`src/rtl/cpu_step_monitor_if.sv`:
```
// Board-side bus of the CPU step monitor: button, display select,
// CPU observation buses and the step/display outputs.
interface cpu_step_monitor_if;
  logic        step_btn;
  logic [1:0]  sel;
  logic [31:0] pc;
  logic [31:0] inst;
  logic [31:0] result;
  logic        cpu_step;
  logic [15:0] step_count;
  logic [31:0] shown;
  logic [7:0]  an;
  logic [7:0]  seg;

  modport slave (
    input  step_btn, sel, pc, inst, result,
    output cpu_step, step_count, shown, an, seg
  );

  modport master (
    output step_btn, sel, pc, inst, result,
    input  cpu_step, step_count, shown, an, seg
  );
endinterface

```
`src/rtl/cpu_step_monitor.sv`:
```
// Debounced single-step pulse generator, step counter and
// 8-digit multiplexed hex display of a selected CPU bus.
module cpu_step_monitor #(
  parameter int SCAN_DIV  = 50000,
  parameter int DB_CYCLES = 1000000
) (
  input logic               clk,
  input logic               reset,
  cpu_step_monitor_if.slave bus
);

  localparam int DBW = (DB_CYCLES > 1) ? $clog2(DB_CYCLES) : 1;
  localparam int SCW = $clog2(SCAN_DIV);
  localparam logic [DBW-1:0] DB_MAX = DBW'(DB_CYCLES - 1);
  localparam logic [SCW-1:0] SC_MAX = SCW'(SCAN_DIV - 1);

  typedef enum logic [1:0] {
    IDLE,
    CONFIRM,
    HELD,
    RELEASE
  } db_state_t;

  logic            r_s1;
  logic            r_s2;
  db_state_t       r_state;
  logic [DBW-1:0]  r_cnt;
  logic            r_cpu_step;
  logic [15:0]     r_step_count;
  logic [SCW-1:0]  r_scan;
  logic [2:0]      r_digit;
  logic [31:0]     r_shown;
  logic [7:0]      r_an;
  logic [7:0]      r_seg;

  db_state_t       w_state_nx;
  logic [DBW-1:0]  w_cnt_nx;
  logic            w_pulse_nx;
  logic            w_scan_tc;
  logic            w_frame;
  logic [31:0]     w_src;
  logic [3:0]      w_nib;
  logic [7:0]      w_pat;

  always_ff @(posedge clk) begin
    if (reset) begin
      r_s1 <= 1'b0;
      r_s2 <= 1'b0;
    end else begin
      r_s1 <= bus.step_btn;
      r_s2 <= r_s1;
    end
  end

  // Reset lands in RELEASE so a button held through reset
  // must be seen low for a full debounce window first.
  always_ff @(posedge clk) begin
    if (reset) begin
      r_state    <= RELEASE;
      r_cnt      <= '0;
      r_cpu_step <= 1'b0;
    end else begin
      r_state    <= w_state_nx;
      r_cnt      <= w_cnt_nx;
      r_cpu_step <= w_pulse_nx;
    end
  end

  always_comb begin
    w_state_nx = r_state;
    w_cnt_nx   = r_cnt;
    w_pulse_nx = 1'b0;
    unique case (r_state)
      IDLE: begin
        if (r_s2) begin
          w_state_nx = CONFIRM;
          w_cnt_nx   = '0;
        end
      end
      CONFIRM: begin
        if (!r_s2) begin
          w_state_nx = IDLE;
        end else if (r_cnt == DB_MAX) begin
          w_state_nx = HELD;
          w_pulse_nx = 1'b1;
        end else begin
          w_cnt_nx = r_cnt + 1'b1;
        end
      end
      HELD: begin
        if (!r_s2) begin
          w_state_nx = RELEASE;
          w_cnt_nx   = '0;
        end
      end
      RELEASE: begin
        if (r_s2) begin
          w_state_nx = HELD;
        end else if (r_cnt == DB_MAX) begin
          w_state_nx = IDLE;
        end else begin
          w_cnt_nx = r_cnt + 1'b1;
        end
      end
      default: begin
        w_state_nx = IDLE;
      end
    endcase
  end

  always_ff @(posedge clk) begin
    if (reset) begin
      r_step_count <= '0;
    end else if (r_cpu_step) begin
      r_step_count <= r_step_count + 16'd1;
    end
  end

  assign w_scan_tc = (r_scan == SC_MAX);
  assign w_frame   = w_scan_tc && (r_digit == 3'd7);

  always_comb begin
    w_src = r_shown;
    unique case (bus.sel)
      2'b00:   w_src = bus.pc;
      2'b01:   w_src = bus.inst;
      2'b10:   w_src = bus.result;
      default: w_src = {16'h0000, r_step_count};
    endcase
  end

  assign w_nib = r_shown[{r_digit, 2'b00} +: 4];

  always_comb begin
    w_pat = 8'h00;
    unique case (w_nib)
      4'h0:    w_pat = 8'h3F;
      4'h1:    w_pat = 8'h06;
      4'h2:    w_pat = 8'h5B;
      4'h3:    w_pat = 8'h4F;
      4'h4:    w_pat = 8'h66;
      4'h5:    w_pat = 8'h6D;
      4'h6:    w_pat = 8'h7D;
      4'h7:    w_pat = 8'h07;
      4'h8:    w_pat = 8'h7F;
      4'h9:    w_pat = 8'h6F;
      4'hA:    w_pat = 8'h77;
      4'hB:    w_pat = 8'h7C;
      4'hC:    w_pat = 8'h39;
      4'hD:    w_pat = 8'h5E;
      4'hE:    w_pat = 8'h79;
      default: w_pat = 8'h71;
    endcase
  end

  // shown only reloads at the frame wrap so every frame is
  // one consistent snapshot; an/seg trail digit by one cycle.
  always_ff @(posedge clk) begin
    if (reset) begin
      r_scan  <= '0;
      r_digit <= 3'd0;
      r_shown <= '0;
      r_an    <= 8'hFE;
      r_seg   <= 8'hC0;
    end else begin
      r_scan <= w_scan_tc ? '0 : r_scan + 1'b1;
      if (w_scan_tc) begin
        r_digit <= r_digit + 3'd1;
      end
      if (w_frame) begin
        r_shown <= w_src;
      end
      r_an  <= ~(8'b1 << r_digit);
      r_seg <= ~w_pat;
    end
  end

  assign bus.cpu_step   = r_cpu_step;
  assign bus.step_count = r_step_count;
  assign bus.shown      = r_shown;
  assign bus.an         = r_an;
  assign bus.seg        = r_seg;

endmodule

```
`src/flat_wrapper.sv`:
```
// flat-port wrapper written by rule: the top's interface ports become plain ports
module cpu_step_monitor_flat 
#(
  parameter int SCAN_DIV  = 50000,
  parameter int DB_CYCLES = 1000000
)
  (clk, reset, bus_step_btn, bus_sel, bus_pc, bus_inst, bus_result, bus_cpu_step, bus_step_count, bus_shown, bus_an, bus_seg);
  cpu_step_monitor_if bus_i ();
  input logic clk;
  input logic reset;
  input wire logic [$bits(bus_i.step_btn)-1:0] bus_step_btn;
  input wire logic [$bits(bus_i.sel)-1:0] bus_sel;
  input wire logic [$bits(bus_i.pc)-1:0] bus_pc;
  input wire logic [$bits(bus_i.inst)-1:0] bus_inst;
  input wire logic [$bits(bus_i.result)-1:0] bus_result;
  output wire logic [$bits(bus_i.cpu_step)-1:0] bus_cpu_step;
  output wire logic [$bits(bus_i.step_count)-1:0] bus_step_count;
  output wire logic [$bits(bus_i.shown)-1:0] bus_shown;
  output wire logic [$bits(bus_i.an)-1:0] bus_an;
  output wire logic [$bits(bus_i.seg)-1:0] bus_seg;
  assign bus_i.step_btn = bus_step_btn;
  assign bus_i.sel = bus_sel;
  assign bus_i.pc = bus_pc;
  assign bus_i.inst = bus_inst;
  assign bus_i.result = bus_result;
  assign bus_cpu_step = bus_i.cpu_step;
  assign bus_step_count = bus_i.step_count;
  assign bus_shown = bus_i.shown;
  assign bus_an = bus_i.an;
  assign bus_seg = bus_i.seg;
  cpu_step_monitor #(.SCAN_DIV(SCAN_DIV), .DB_CYCLES(DB_CYCLES)) u_core (.clk(clk), .reset(reset), .bus(bus_i));
endmodule
```
`config.mk`:
```
export PLATFORM = sky130hd
export DESIGN_NAME = cpu_step_monitor_flat
export DESIGN_NICKNAME = d
export VERILOG_FILES = /design/src/rtl/cpu_step_monitor_if.sv /design/src/rtl/cpu_step_monitor.sv /design/src/flat_wrapper.sv
export SDC_FILE = /design/constraint.sdc
export NUM_CORES = 1
export LEC_CHECK = 0
export CAP_MARGIN = 5
export CORE_MARGIN = 8
export CORE_UTILIZATION = 50
export CTS_CLUSTER_DIAMETER = 50
export DETAILED_ROUTE_END_ITERATION = 10
export PLACE_DENSITY = 0.85
export REMOVE_ABC_BUFFERS = 1
export SYNTH_ARGS = -nofsm -noshare
export SYNTH_HDL_FRONTEND = slang
export SYNTH_SLANG_ARGS = --single-unit
```
`constraint.sdc`:
```
create_clock -name clk -period 7.5 [get_ports clk]
set_clock_uncertainty 0.1 [all_clocks]
set_input_delay 1.5 -clock clk [delete_from_list [all_inputs] [get_ports clk]]
set_output_delay 1.5 -clock clk [all_outputs]
set_load 0.02 [all_outputs]
```
# Yosys cells after proc, flatten, opt, wreduce, memory -nomap -nowiden
# Memory sizes are Yosys's and may differ from the RTL's.
# Index checks and enable logic that the tools add are counted.
dict set report classes {
  n_addsub 4
  eq_ne 14
  shift 2
  muxes 15
  bitwise 4
  n_reduce_logical 7
}
# cell n
set op_table {}
lappend op_table {{20-bit 2-to-1 mux} 5}
lappend op_table {{32-bit case mux with 3 select lines} 1}
lappend op_table {{20-bit case mux with 4 select lines} 1}
lappend op_table {{16-bit by 1-bit adder with 16-bit output (second input constant)} 2}
lappend op_table {{32-bit by 6-bit indexed part select with 4-bit output} 1}
lappend op_table {{20-bit by 1-bit adder with 20-bit output (second input constant)} 1}
lappend op_table {{20-bit equality test (second input constant)} 1}
lappend op_table {{16-bit equality test (second input constant)} 1}
lappend op_table {{8-bit inverter} 2}
lappend op_table {{2-bit 2-to-1 mux} 6}
lappend op_table {{2-bit case mux with 4 select lines} 1}
lappend op_table {{4-bit AND reduction} 2}
lappend op_table {{1-bit by 3-bit left shift with 8-bit output (first input constant)} 1}
lappend op_table {{2-bit equality test (second input constant)} 3}
lappend op_table {{2-bit by 1-bit equality test with 1-bit output (second input constant)} 2}
lappend op_table {{2-bit zero test} 2}
lappend op_table {{2-bit by 1-bit != test with 1-bit output (second input constant)} 2}
lappend op_table {{2-bit != test (second input constant)} 2}
lappend op_table {{3-bit by 1-bit adder with 3-bit output (second input constant)} 1}
lappend op_table {{3-bit equality test (second input constant)} 1}
lappend op_table {{3-bit by 1-bit != test with 1-bit output (second input constant)} 1}
lappend op_table {{3-bit != test (second input constant)} 1}
lappend op_table {{3-bit OR reduction} 1}
lappend op_table {{1-bit inverter} 2}
lappend op_table {{3 further kinds} 3}
dict set report totals {
  register_bits 108
  romBits 112
  input_bits 101
  out_inout_bits 65
  wordCells 58
  mem_count 1
}
# memory words width rd rd_clocked_by_memory_dff wr line_no
set memory_table {}
lappend memory_table {{(name not given)} 16 7 1 0 0 cpu_step_monitor.sv:136} ;# unique case (w_nib)

# Logic depth before layout (Yosys ltp)
dict set report logic_depth {
  ltp_word 4
  depth_mapped 9
  ltp_nobuf 8
}

# Worst setup path before layout
# No wires, ideal clock.
dict set report synth_path {
  kind {input-to-reg}
  from {input port bus_sel[0]}
  to {register u_core.r_shown[12] (netlist: u_core.bus.shown[12])}
  setup_ns 0.132
  arrival_time_ns 2.730
  required_ns 7.268
  path_slack_ns 4.538
  path_stages 5
  path_buffers 2
  path_cell_list {clkbuf_1 > clkbuf_1 > mux4_2 > nand2_1 > a21oi_1}
}
dict set report synth_via {
  elab_chain_cells 2
  elab_cells_between_ends 4
  classes_between {2 x eq/ne; 1 x mux; 1 x reduce/logical}
}
# element line_no
set synth_rtl {}
lappend synth_rtl {{start: declaration} flat_wrapper.sv:12} ;# input wire logic [$bits(bus_i.sel)-1:0] bus_sel;
lappend synth_rtl {{2-bit equality test (tied with other cells)} cpu_step_monitor.sv:124} ;# unique case (bus.sel)
lappend synth_rtl {{32-bit case mux with 3 select lines *} cpu_step_monitor.sv:124}
lappend synth_rtl {{end signal: assignment} cpu_step_monitor.sv:171} ;# r_shown <= w_src;
lappend synth_rtl {{end: declaration} cpu_step_monitor.sv:32} ;# logic [31:0] r_shown;
# Mark *: on every way between the ends. The rest lies on a longest branch, timed or not.
# A chain may end at the register's enable or synchronous reset.

# Worst setup path in the final report
dict set report layout_path {
  from {register u_core.r_cpu_step (netlist: u_core.bus.cpu_step)}
  to {output port bus_cpu_step}
}
# element line_no
set layout_rtl {}
lappend layout_rtl {{start: declaration} cpu_step_monitor.sv:28} ;# logic r_cpu_step;
lappend layout_rtl {{start signal: assignment} cpu_step_monitor.sv:65} ;# r_cpu_step <= w_pulse_nx;
lappend layout_rtl {{end: declaration} flat_wrapper.sv:16} ;# output wire logic [$bits(bus_i.cpu_step)-1:0] bus_cpu_step;
# No word-level cell between the ends.

==> metrics.csv <==
stage,metric,value,unit
worst_setup_path,"Data arrival, critical path",1.61,ns
global_routing,largest net degree at the start of global routing,78,
global_routing,vias in the first global route,5309,
routing,vias per cell,5.728,
routing,via count,5264,
flow_run,Max Cap Viol,0,
timing,Setup TNS,0,ns
worst_setup_path,slowest CP cell,clkdlybuf4s50_1,
cells_and_area,diodes inserted,0,
worst_setup_path,WP buf/inv,1,
floorplanning,full die area,14700,um^2
clock_tree,CTS Buf Count,9,
synth,"Seq/Total Area, Yosys",0.3869,
clock_tree,Root Buffer,clkbuf_8,
clock_tree,clk slew on worst S/H paths,0.10,ns
pwr,Clock Power Share,0.331,
clock_tree,"Clk Latency, worst-skew pair",0.38,ns
worst_setup_path,"CP delay by family, top",buffers and inverters,
synth,"Warnings, synthesis",0,
routing,DRT iter0 DRCs,392,
timing,max-slew violation count,0,
routing,remaining antenna violation count,0,
routing,total wire length,16.79,mm
timing,RSZ-0062 raised after global routing,false,
synth,Syn Area/Cell,8.774,um^2
floorplanning,FP Rows,38,
cells_and_area,area delta synth->final,33.22,%
clock_tree,Max clock buf depth,2,
floorplanning,die width,121.2,um
run_status,status,completed,
timing,fin worst setup slack,4.293,ns
routing,router iterations before antenna repair,5,
placed_design,post-DP HPWL,12.84,mm
pwr,Int Power,768.3,uW
placed_design,dpl ws,4.171,ns
global_routing,gr usage total,0.2239,
synth,"Async S/R FF share, synth",0,
timing,Max Clock Freq,311.8,MHz
pwr,sw frac,0.2535,
cells_and_area,layout cell share with drive strength beyond 1,0.07574,
timing,Slew @ Worst Pin,0.9170,ns
cells_and_area,fillers,867,
clock_tree,total setup buffers inserted after CTS,0,
clock_tree,Resized Gates After CTS,0,
synth,Netlist Area Pre-Place,5537,um^2
worst_setup_path,CP startpoint kind,flop,
routing,DR WL/cell,18.27,um
floorplanning,core area,10840,um^2
worst_setup_path,CP max stage delay,0.69,ns
clock_tree,H-Tree Depth,3,
pwr,Max IR drop VDD,112.1,uV
timing,Tmin final,3.207,ns
worst_setup_path,critical path class,reg -> out,
placed_design,routability congestion estimate,0.9145,
cells_and_area,"commonest non-fill, non-tap cell in the layout",clkdlybuf4s50_1,
worst_setup_path,worst-path cell chain,clkdlybuf4s50_1,
timing,slew margin rel.,0.3887,
pwr,total power density per cell area,139.5,nW/um^2
routing,# DRC,0,
synth,post-synthesis cell type count,57,
timing,Final Hold Fails,0,
clock_tree,CTS tree,built,
worst_hold_path,Worst Hold Class,reg -> reg,
worst_setup_path,crit path max fanout,9,
cells_and_area,most frequent cells in the layout,"clkdlybuf4s50_1 (161), nand2_1 (115), dfxtp_1 (107)",
global_routing,initial antenna violation count,0,
clock_tree,clk sinks,107,
worst_setup_path,Worst EP required,5.90,ns
pwr,LEAKAGE,0.002619,uW
pwr,Gate power share,0.110,
floorplanning,die height,121.2,um
global_routing,gr ovfl total,0,
pwr,Net Sw Power,260.9,uW
synth,Yosys reg bits,107,
timing,crit share post-route,0.4276,
synth,Post-Synthesis Cells,631,
clock_tree,CTS hold repair buffers,0,
synth,number of enable flip-flop cells after synthesis,0,
pwr,Reg power frac,0.559,
cells_and_area,nets,890,
worst_setup_path,Worst Setup End Kind,primary output,
placed_design,IO buf count,164,
global_routing,first-pass GRT wire length,26.51,mm
floorplanning,Initial Util,0.5107,
timing,final setup fails,0,
synth,top_reg_cell synth,dfxtp_1,
floorplanning,Ports,166,
[per-layer routing]
metal  routed length (um)  track usage  up-vias
li1                     -            -     2484
met2                 8450       0.3903      223
met5                    0            0        -
met1                 6494       0.2518     2515
met3                 1317      0.05817       42
met4                  532       0.1010        0
[flip-flops by register name, summed over array words and instances, names as in the netlist, named ones only]
| register | cells |
|---|---|
| u_core.bus.shown | 32 |
| u_core.r_cnt | 20 |
| u_core.bus.step_count | 16 |
| u_core.r_scan | 16 |
| u_core.bus.an | 8 |
| u_core.bus.seg | 7 |
| u_core.r_digit | 3 |
| u_core.bus.cpu_step | 1 |
| u_core.r_s1 | 1 |
| u_core.r_s2 | 1 |
| u_core.r_state | 1 |
[synth_stat cells (10+ instances only)]
| cell | count | area (um^2) |
|---|---|---|
| and3_1 | 10 | 62.56 |
| o21ai_0 | 24 | 120.1 |
| nand3_1 | 18 | 90.09 |
| nor3_1 | 10 | 50.05 |
| inv_1 | 13 | 48.80 |
| mux2i_1 | 24 | 240.2 |
| mux4_2 | 22 | 495.5 |
| xnor2_1 | 14 | 122.6 |
| xor2_1 | 23 | 201.4 |
| nand4_1 | 14 | 87.58 |
| clkbuf_1 | 22 | 82.58 |
| a21oi_1 | 49 | 245.2 |
| nor2_1 | 61 | 229.0 |
| nand2_1 | 115 | 431.7 |
| ha_1 | 15 | 187.7 |
| dfxtp_1 | 107 | 2142 |
[cell type report]
| class | count | area (um^2) | share of cell area |
|---|---|---|---|
| inverter | 13 | 48.80 | 0.006616 |
| multi-input combinational | 476 | 3178 | 0.4309 |
| tap | 140 | 175.2 | 0.02375 |
| sequential | 107 | 2142 | 0.2904 |
| clock buffer | 9 | 123.9 | 0.01679 |
| clock inverter | 7 | 58.81 | 0.007973 |
| timing repair buffer | 167 | 1649 | 0.2236 |
[worst paths after layout]
kind / startpoint / to / slack, ns / cells after the start
worst max register to register: u_core.r_digit[0] / u_core.bus.seg[3] / 4.58 / 7
worst max-delay path: u_core.bus.cpu_step / bus_cpu_step / 4.29 / 1
worst min-delay path: u_core.r_s1 / u_core.r_s2 / 0.35 / 1
worst min register to register: u_core.r_s1 / u_core.r_s2 / 0.35 / 1
[kinds of logic after synthesis]
kind of cell / share of synthesized area
compound gates: 0.1024
xor+xnor: 0.06147
fa+ha+maj: 0.03390
buf+inv: 0.03955
flops: 0.3869
mux: 0.1458
other cells: 0.0006773
simple gates: 0.2294
[power by group through the flow]
| stage | clock [uW] | sequential (uW) | combinational [uW] |
|---|---|---|---|
| CTS | 349 | 575 | 113 |
| detailed placement | 0 | 588 | 113 |
| global placement | 0 | 588 | 109 |
| floorplan | 0 | 587 | 37.7 |
| finish | 340 | 575 | 114 |
| global route | 369 | 576 | 121 |
[stage by stage]
stage | area (um^2) | utilization | hold slack [ns] | power, uW | instances
after global routing | 7376 | 0.6804 | 0.3764 | 1066 | 919
after floorplan | 5366 | - | 0.3138 | 624.9 | 596
final | 7376 | 0.6804 | 0.3549 | 1029 | 919
after global placement | 7193 | 0.6636 | 0.3224 | 696.6 | 903
after detailed placement | 7193 | 0.6636 | 0.3377 | 700.8 | 903
after CTS | 7376 | 0.6804 | 0.3588 | 1037 | 919
Power figures use the tool's default switching activity.
